### config.mk
export PLATFORM = sky130hd
export DESIGN_NAME = alu_acc_sequencer
export DESIGN_NICKNAME = d
export VERILOG_FILES = /design/src/rtl/alu_acc_sequencer.sv
export SDC_FILE = /design/constraint.sdc
export NUM_CORES = 1
export LEC_CHECK = 0
export CAP_MARGIN = 20
export CORE_MARGIN = 4
export CORE_UTILIZATION = 45
export DETAILED_ROUTE_END_ITERATION = 8
export GPL_ROUTABILITY_DRIVEN = 1
export PLACE_DENSITY_LB_ADDON = 0.25
export SLEW_MARGIN = 40
export SYNTH_ARGS = -nofsm -noshare
export SYNTH_HDL_FRONTEND = slang
export SYNTH_SLANG_ARGS = --single-unit
### constraint.sdc
create_clock -name clk -period 1.9 [get_ports clk]
set_clock_uncertainty 0.05 [all_clocks]
set_input_delay 0.38 -clock clk [delete_from_list [all_inputs] [get_ports clk]]
set_output_delay 0.38 -clock clk [all_outputs]
set_load 0.005 [all_outputs]
### src/rtl/alu_acc_sequencer.sv
// Control sequencer for the accumulator/ALU datapath.
// Expands one opcode into per-cycle control strobes and latches flags.
module alu_acc_sequencer #(
  parameter int DATA_W = 4
) (
  input  logic       clk,
  input  logic       reset_n,
  input  logic       start,
  input  logic [2:0] opcode,
  input  logic       zero_flag,
  input  logic       sign_flag,
  output logic       ready,
  output logic       done,
  output logic       flag_z,
  output logic       flag_s,
  output logic       acc_high_reset_p,
  output logic       rd_en,
  output logic       acc_in_select,
  output logic [1:0] acc_high_select_in,
  output logic [1:0] acc_low_select,
  output logic       op_add,
  output logic       op_sub,
  output logic       op_mul,
  output logic       op_div,
  output logic       op_and
);

  localparam int CW = (DATA_W > 1) ? $clog2(DATA_W) : 1;
  localparam logic [CW-1:0] LAST = CW'(DATA_W - 1);

  localparam logic [3:0] S_IDLE      = 4'd0;
  localparam logic [3:0] S_LOAD      = 4'd1;
  localparam logic [3:0] S_EXEC      = 4'd2;
  localparam logic [3:0] S_SETUP     = 4'd3;
  localparam logic [3:0] S_MUL_ADD   = 4'd4;
  localparam logic [3:0] S_MUL_SHIFT = 4'd5;
  localparam logic [3:0] S_DIV_SHIFT = 4'd6;
  localparam logic [3:0] S_DIV_SUB   = 4'd7;
  localparam logic [3:0] S_DIV_FIX   = 4'd8;
  localparam logic [3:0] S_DONE      = 4'd9;

  localparam logic [2:0] OP_LDA = 3'b001;
  localparam logic [2:0] OP_ADD = 3'b010;
  localparam logic [2:0] OP_SUB = 3'b011;
  localparam logic [2:0] OP_MUL = 3'b100;
  localparam logic [2:0] OP_DIV = 3'b101;
  localparam logic [2:0] OP_AND = 3'b110;

  localparam logic [1:0] SEL_HOLD = 2'b00;
  localparam logic [1:0] SEL_SHR  = 2'b01;
  localparam logic [1:0] SEL_SHL  = 2'b10;
  localparam logic [1:0] SEL_LOAD = 2'b11;

  logic [3:0]    state_q, state_d;
  logic [2:0]    opc_q, opc_d;
  logic [CW-1:0] cnt_q, cnt_d;
  logic          fz_q, fz_d;
  logic          fs_q, fs_d;

  always_ff @(posedge clk) begin
    if (!reset_n) begin
      state_q <= S_IDLE;
      opc_q   <= 3'b000;
      cnt_q   <= '0;
      fz_q    <= 1'b0;
      fs_q    <= 1'b0;
    end else begin
      state_q <= state_d;
      opc_q   <= opc_d;
      cnt_q   <= cnt_d;
      fz_q    <= fz_d;
      fs_q    <= fs_d;
    end
  end

  always_comb begin
    state_d = state_q;
    opc_d   = opc_q;
    cnt_d   = cnt_q;
    fz_d    = fz_q;
    fs_d    = fs_q;
    case (state_q)
      S_IDLE: begin
        if (start) begin
          opc_d = opcode;
          case (opcode)
            OP_LDA:                 state_d = S_LOAD;
            OP_ADD, OP_SUB, OP_AND: state_d = S_EXEC;
            OP_MUL, OP_DIV:         state_d = S_SETUP;
            default:                state_d = S_DONE;
          endcase
        end
      end
      S_LOAD, S_EXEC: state_d = S_DONE;
      S_SETUP: begin
        cnt_d   = '0;
        state_d = (opc_q == OP_MUL) ? S_MUL_ADD : S_DIV_SHIFT;
      end
      S_MUL_ADD: state_d = S_MUL_SHIFT;
      S_MUL_SHIFT: begin
        cnt_d   = cnt_q + 1'b1;
        state_d = (cnt_q == LAST) ? S_DONE : S_MUL_ADD;
      end
      S_DIV_SHIFT: state_d = S_DIV_SUB;
      S_DIV_SUB: begin
        cnt_d   = cnt_q + 1'b1;
        state_d = (cnt_q == LAST) ? S_DIV_FIX : S_DIV_SHIFT;
      end
      S_DIV_FIX: state_d = S_DONE;
      S_DONE: begin
        fz_d    = zero_flag;
        fs_d    = sign_flag;
        state_d = S_IDLE;
      end
      default: state_d = S_IDLE;
    endcase
  end

  always_comb begin
    acc_high_reset_p   = 1'b0;
    rd_en              = 1'b0;
    acc_in_select      = 1'b0;
    acc_high_select_in = SEL_HOLD;
    acc_low_select     = SEL_HOLD;
    op_add             = 1'b0;
    op_sub             = 1'b0;
    op_mul             = 1'b0;
    op_div             = 1'b0;
    op_and             = 1'b0;
    case (state_q)
      S_LOAD: begin
        rd_en            = 1'b1;
        acc_low_select   = SEL_LOAD;
        acc_high_reset_p = 1'b1;
      end
      S_EXEC: begin
        acc_in_select      = 1'b1;
        acc_high_select_in = SEL_LOAD;
        op_add             = (opc_q == OP_ADD);
        op_sub             = (opc_q == OP_SUB);
        op_and             = (opc_q == OP_AND);
      end
      S_SETUP: acc_high_reset_p = 1'b1;
      S_MUL_ADD: begin
        op_mul             = 1'b1;
        acc_in_select      = 1'b1;
        acc_high_select_in = SEL_LOAD;
      end
      S_MUL_SHIFT: begin
        acc_high_select_in = SEL_SHR;
        acc_low_select     = SEL_SHR;
      end
      S_DIV_SHIFT: begin
        acc_high_select_in = SEL_SHL;
        acc_low_select     = SEL_SHL;
      end
      S_DIV_SUB: begin
        op_div             = 1'b1;
        acc_in_select      = 1'b1;
        acc_high_select_in = SEL_LOAD;
      end
      // last quotient bit enters low half; high keeps the remainder
      S_DIV_FIX: acc_low_select = SEL_SHL;
      default: ;
    endcase
  end

  assign ready  = (state_q == S_IDLE);
  assign done   = (state_q == S_DONE);
  assign flag_z = fz_q;
  assign flag_s = fs_q;

endmodule

==> metrics <==
first-pass iteration count of the detailed router 4; syn_area_per_cell a little over 8 sq um; CP Launch Type flip-flop; routability cong. just under 0.8; Storage cell area between 200 and 250 sq um; 1st-iter DRT viols 13; # rows 14; Synth warnings 0; # clock sinks 11; H-tree Lvls 1; share of cells above drive strength 1 29.55%; Die H 49.76 microns; number of synthesized flops with an enable pin 0; RSZ-0062 raised after global routing yes; pin count of the biggest net entering global routing 20; status finished, final reports clean; Max FO, Critical Path 5; Synth area leaders dfxtp_1 (28%), a21boi_0 (4.8%), o21a_1 (4.8%), and3_1 (4.0%), nor2b_1 (4.0%); worst rel slew slack roughly two thirds; CTS clk-pin slew, worst paths approximately 0.080 ns; first-pass GRT wire length between 3000 and 4000 microns; Data arrival, critical path 1.40 ns; placed insts 140; area post-placement roughly 1100 sq um; remaining antenna violation count after routing 0; Final Hold Vio Count 0; max incr delay on CP 0.38 ns; Critical Path RT ~1.5 ns; Avg WL per Cell 14.80 microns; final wirelength between 2000 and 2500 microns; cell area power density roughly 1100 nW/um^2; drt drc 0; sequential share of the synthesized area about 28%; via count between 800 and 900; synth cell count leaders dfxtp_1 (11), nor2_1 (8), o21ai_0 (6); Vias/cell between 5 and 6; CTS tree built; core region area approximately 1600 sq um; grt ovf 0; worst slew pin tran approximately 0.5 ns; Die Wd 49.76 microns; final setup violation count 0; CP max-delay cell or3_1; number of global-route vias before repair between 800 and 900; LEAKAGE between 0.5 and 0.6 nW; worst vdd ir 0.0007836 V; IO Pins 24; Post-Syn Instances between 90 and 100; Main synth FF type dfxtp_1; critical path type reg2out; CP top delay family simple AND/OR/NAND/NOR gates; area of the multi-input gates approximately 560 sq um; final worst-path cycle share 96.19%; Yosys reg bits 11; final instance area around 1200 sq um; die area approximately 2500 sq um; Netlist cell types 37; initial antenna violation count 0; crit path time final 1.828 ns; worst skew pair latency 0.27 ns; Yosys top cell by area dfxtp_1; Post-DP HPWL roughly 1500 microns; cell with the most instances after synthesis dfxtp_1; Buffers on Ports 23; crit path cell chain inv_1 -> or3_1 -> a21oi_2 -> clkdlybuf4s15_1; Layout Nets between 100 and 150; Initial Util around half; Pins Over Slew Limit 0; Critical Path End Type primary output; ant diodes 0; Inserted Clock Buffers 3; Yosys top cell area share 28.07%; Area growth, synth to finish 54.55%; worst hold path class reg2reg; GRT Total Usage between 10% and 20%; Mapped Area a little under 800 sq um; Net Count, Synth about 110; fmax between 500 and 600 MHz; Max Cap Viol 0; Worst Path Buf+Inv 2; Finished Layout Cells around 150; Root Driver clkbuf_4; Post-synth ARST share 0%; fill cell total of the finished layout approximately 120; Clock Path Buffers 2
## routing by layer
metal / part of all wire [%] / wire length [microns] / global-route usage, %
met5: 0 / 0 / 0
met4: 0.50 / 11 / 0.9217
met3: 5.4 / 118 / 5.723
met2: 51 / 1117 / 35.24
met1: 43 / 943 / 21.86
## registers in the layout, summed over array words and instances (netlist names)
name / flops
flag_s: 1
state_q: 4
cnt_q: 2
flag_z: 1
opc_q: 3
## stage by stage
step	setup TNS [ns]	worst slack (ns)	hold slack, ns	utilization [%]	total power, mW
final	0	0.07236	0.4427	76.90	1.380
after global routing	-0.009869	-0.009581	0.4976	76.90	1.483
after CTS	-0.3590	-0.1797	0.4529	75.08	1.354
after detailed placement	-0.4429	-0.1322	0.4423	69.84	1.173
after global placement	-0.07198	-0.03051	0.4324	69.84	1.162
after floorplan	0	0.3239	0.4092	-	0.7738
## report_power, final
group | switching [mW] | total (mW) | leakage [nW] | internal (mW)
Sequential | 0.0694 | 0.355 | 0.0921 | 0.286
Combinational | 0.390 | 0.856 | 0.440 | 0.467
Clock | 0.0867 | 0.168 | 0.0150 | 0.0814
Total | 0.546 | 1.38 | 0.547 | 0.834
## worst register-to-register path, delay by kind of cell, from the launching register on
kind	cells	cell delay, ns
compound gates	1	0.14
buf+inv	2	0.36
flops	1	0.39
simple gates	2	0.57
## what timing repair did
item                       in CTS  in global routing
setup endpoints to repair      14                  5
resized for setup              30                  8
pin swaps                       0                  2
buffers inserted                4                  0
hold buffers                    0                  0
## layout by cell type (no fill, tap or decap), types with 2 or more instances in the layout
master,count
nand3_1,2
buf_4,13
mux2i_1,2
o21ai_0,6
nor3_1,4
dlymetal6s2s_1,2
dfxtp_4,3
clkbuf_4,3
a32oi_1,2
nand2b_1,2
nor3b_2,2
buf_6,3
dfxtp_1,7
dlygate4sd2_1,10
nand2_1,3
inv_1,2
a31oi_1,2
a21boi_0,5
clkdlybuf4s50_1,9
or3b_2,2
and3_1,5
nor2_1,6
o21a_1,5
a21oi_1,2
nor2b_1,4
## kinds of logic (layout without fill, tap and decap cells)
kind of cell | Yosys count | count (layout) | synth area share (%)
muxes | 2 | 2 | 2.552
xor gates and xnor gates | 2 | 2 | 2.233
buffers and inverters | 10 | 46 | 6.538
DFF | 11 | 11 | 28.07
adders and majority gates | 1 | 1 | 1.595
AOI/OAI and AO/OA | 27 | 27 | 23.92
and+or+nand+nor | 43 | 43 | 35.09
## layout make-up
class / count / share of cell area (%)
well taps: 16 / 1.651
multi-input cells: 75 / 45.92
inverters: 2 / 0.6192
flip-flops and latches: 11 / 19.20
repair buffers: 40 / 30.44
clock buffers: 4 / 2.167
## final timing paths
check	start	endpoint	slack [ns]	cells after the start
setup reg to reg	state_q[2]	state_q[1]	0.32	5
hold / removal	cnt_q[1]	cnt_q[1]	0.44	2
hold reg to reg	cnt_q[1]	cnt_q[1]	0.44	2
setup / recovery	state_q[1]	acc_high_select_in[0]	0.07	4
(Power assumes the default switching activity.)
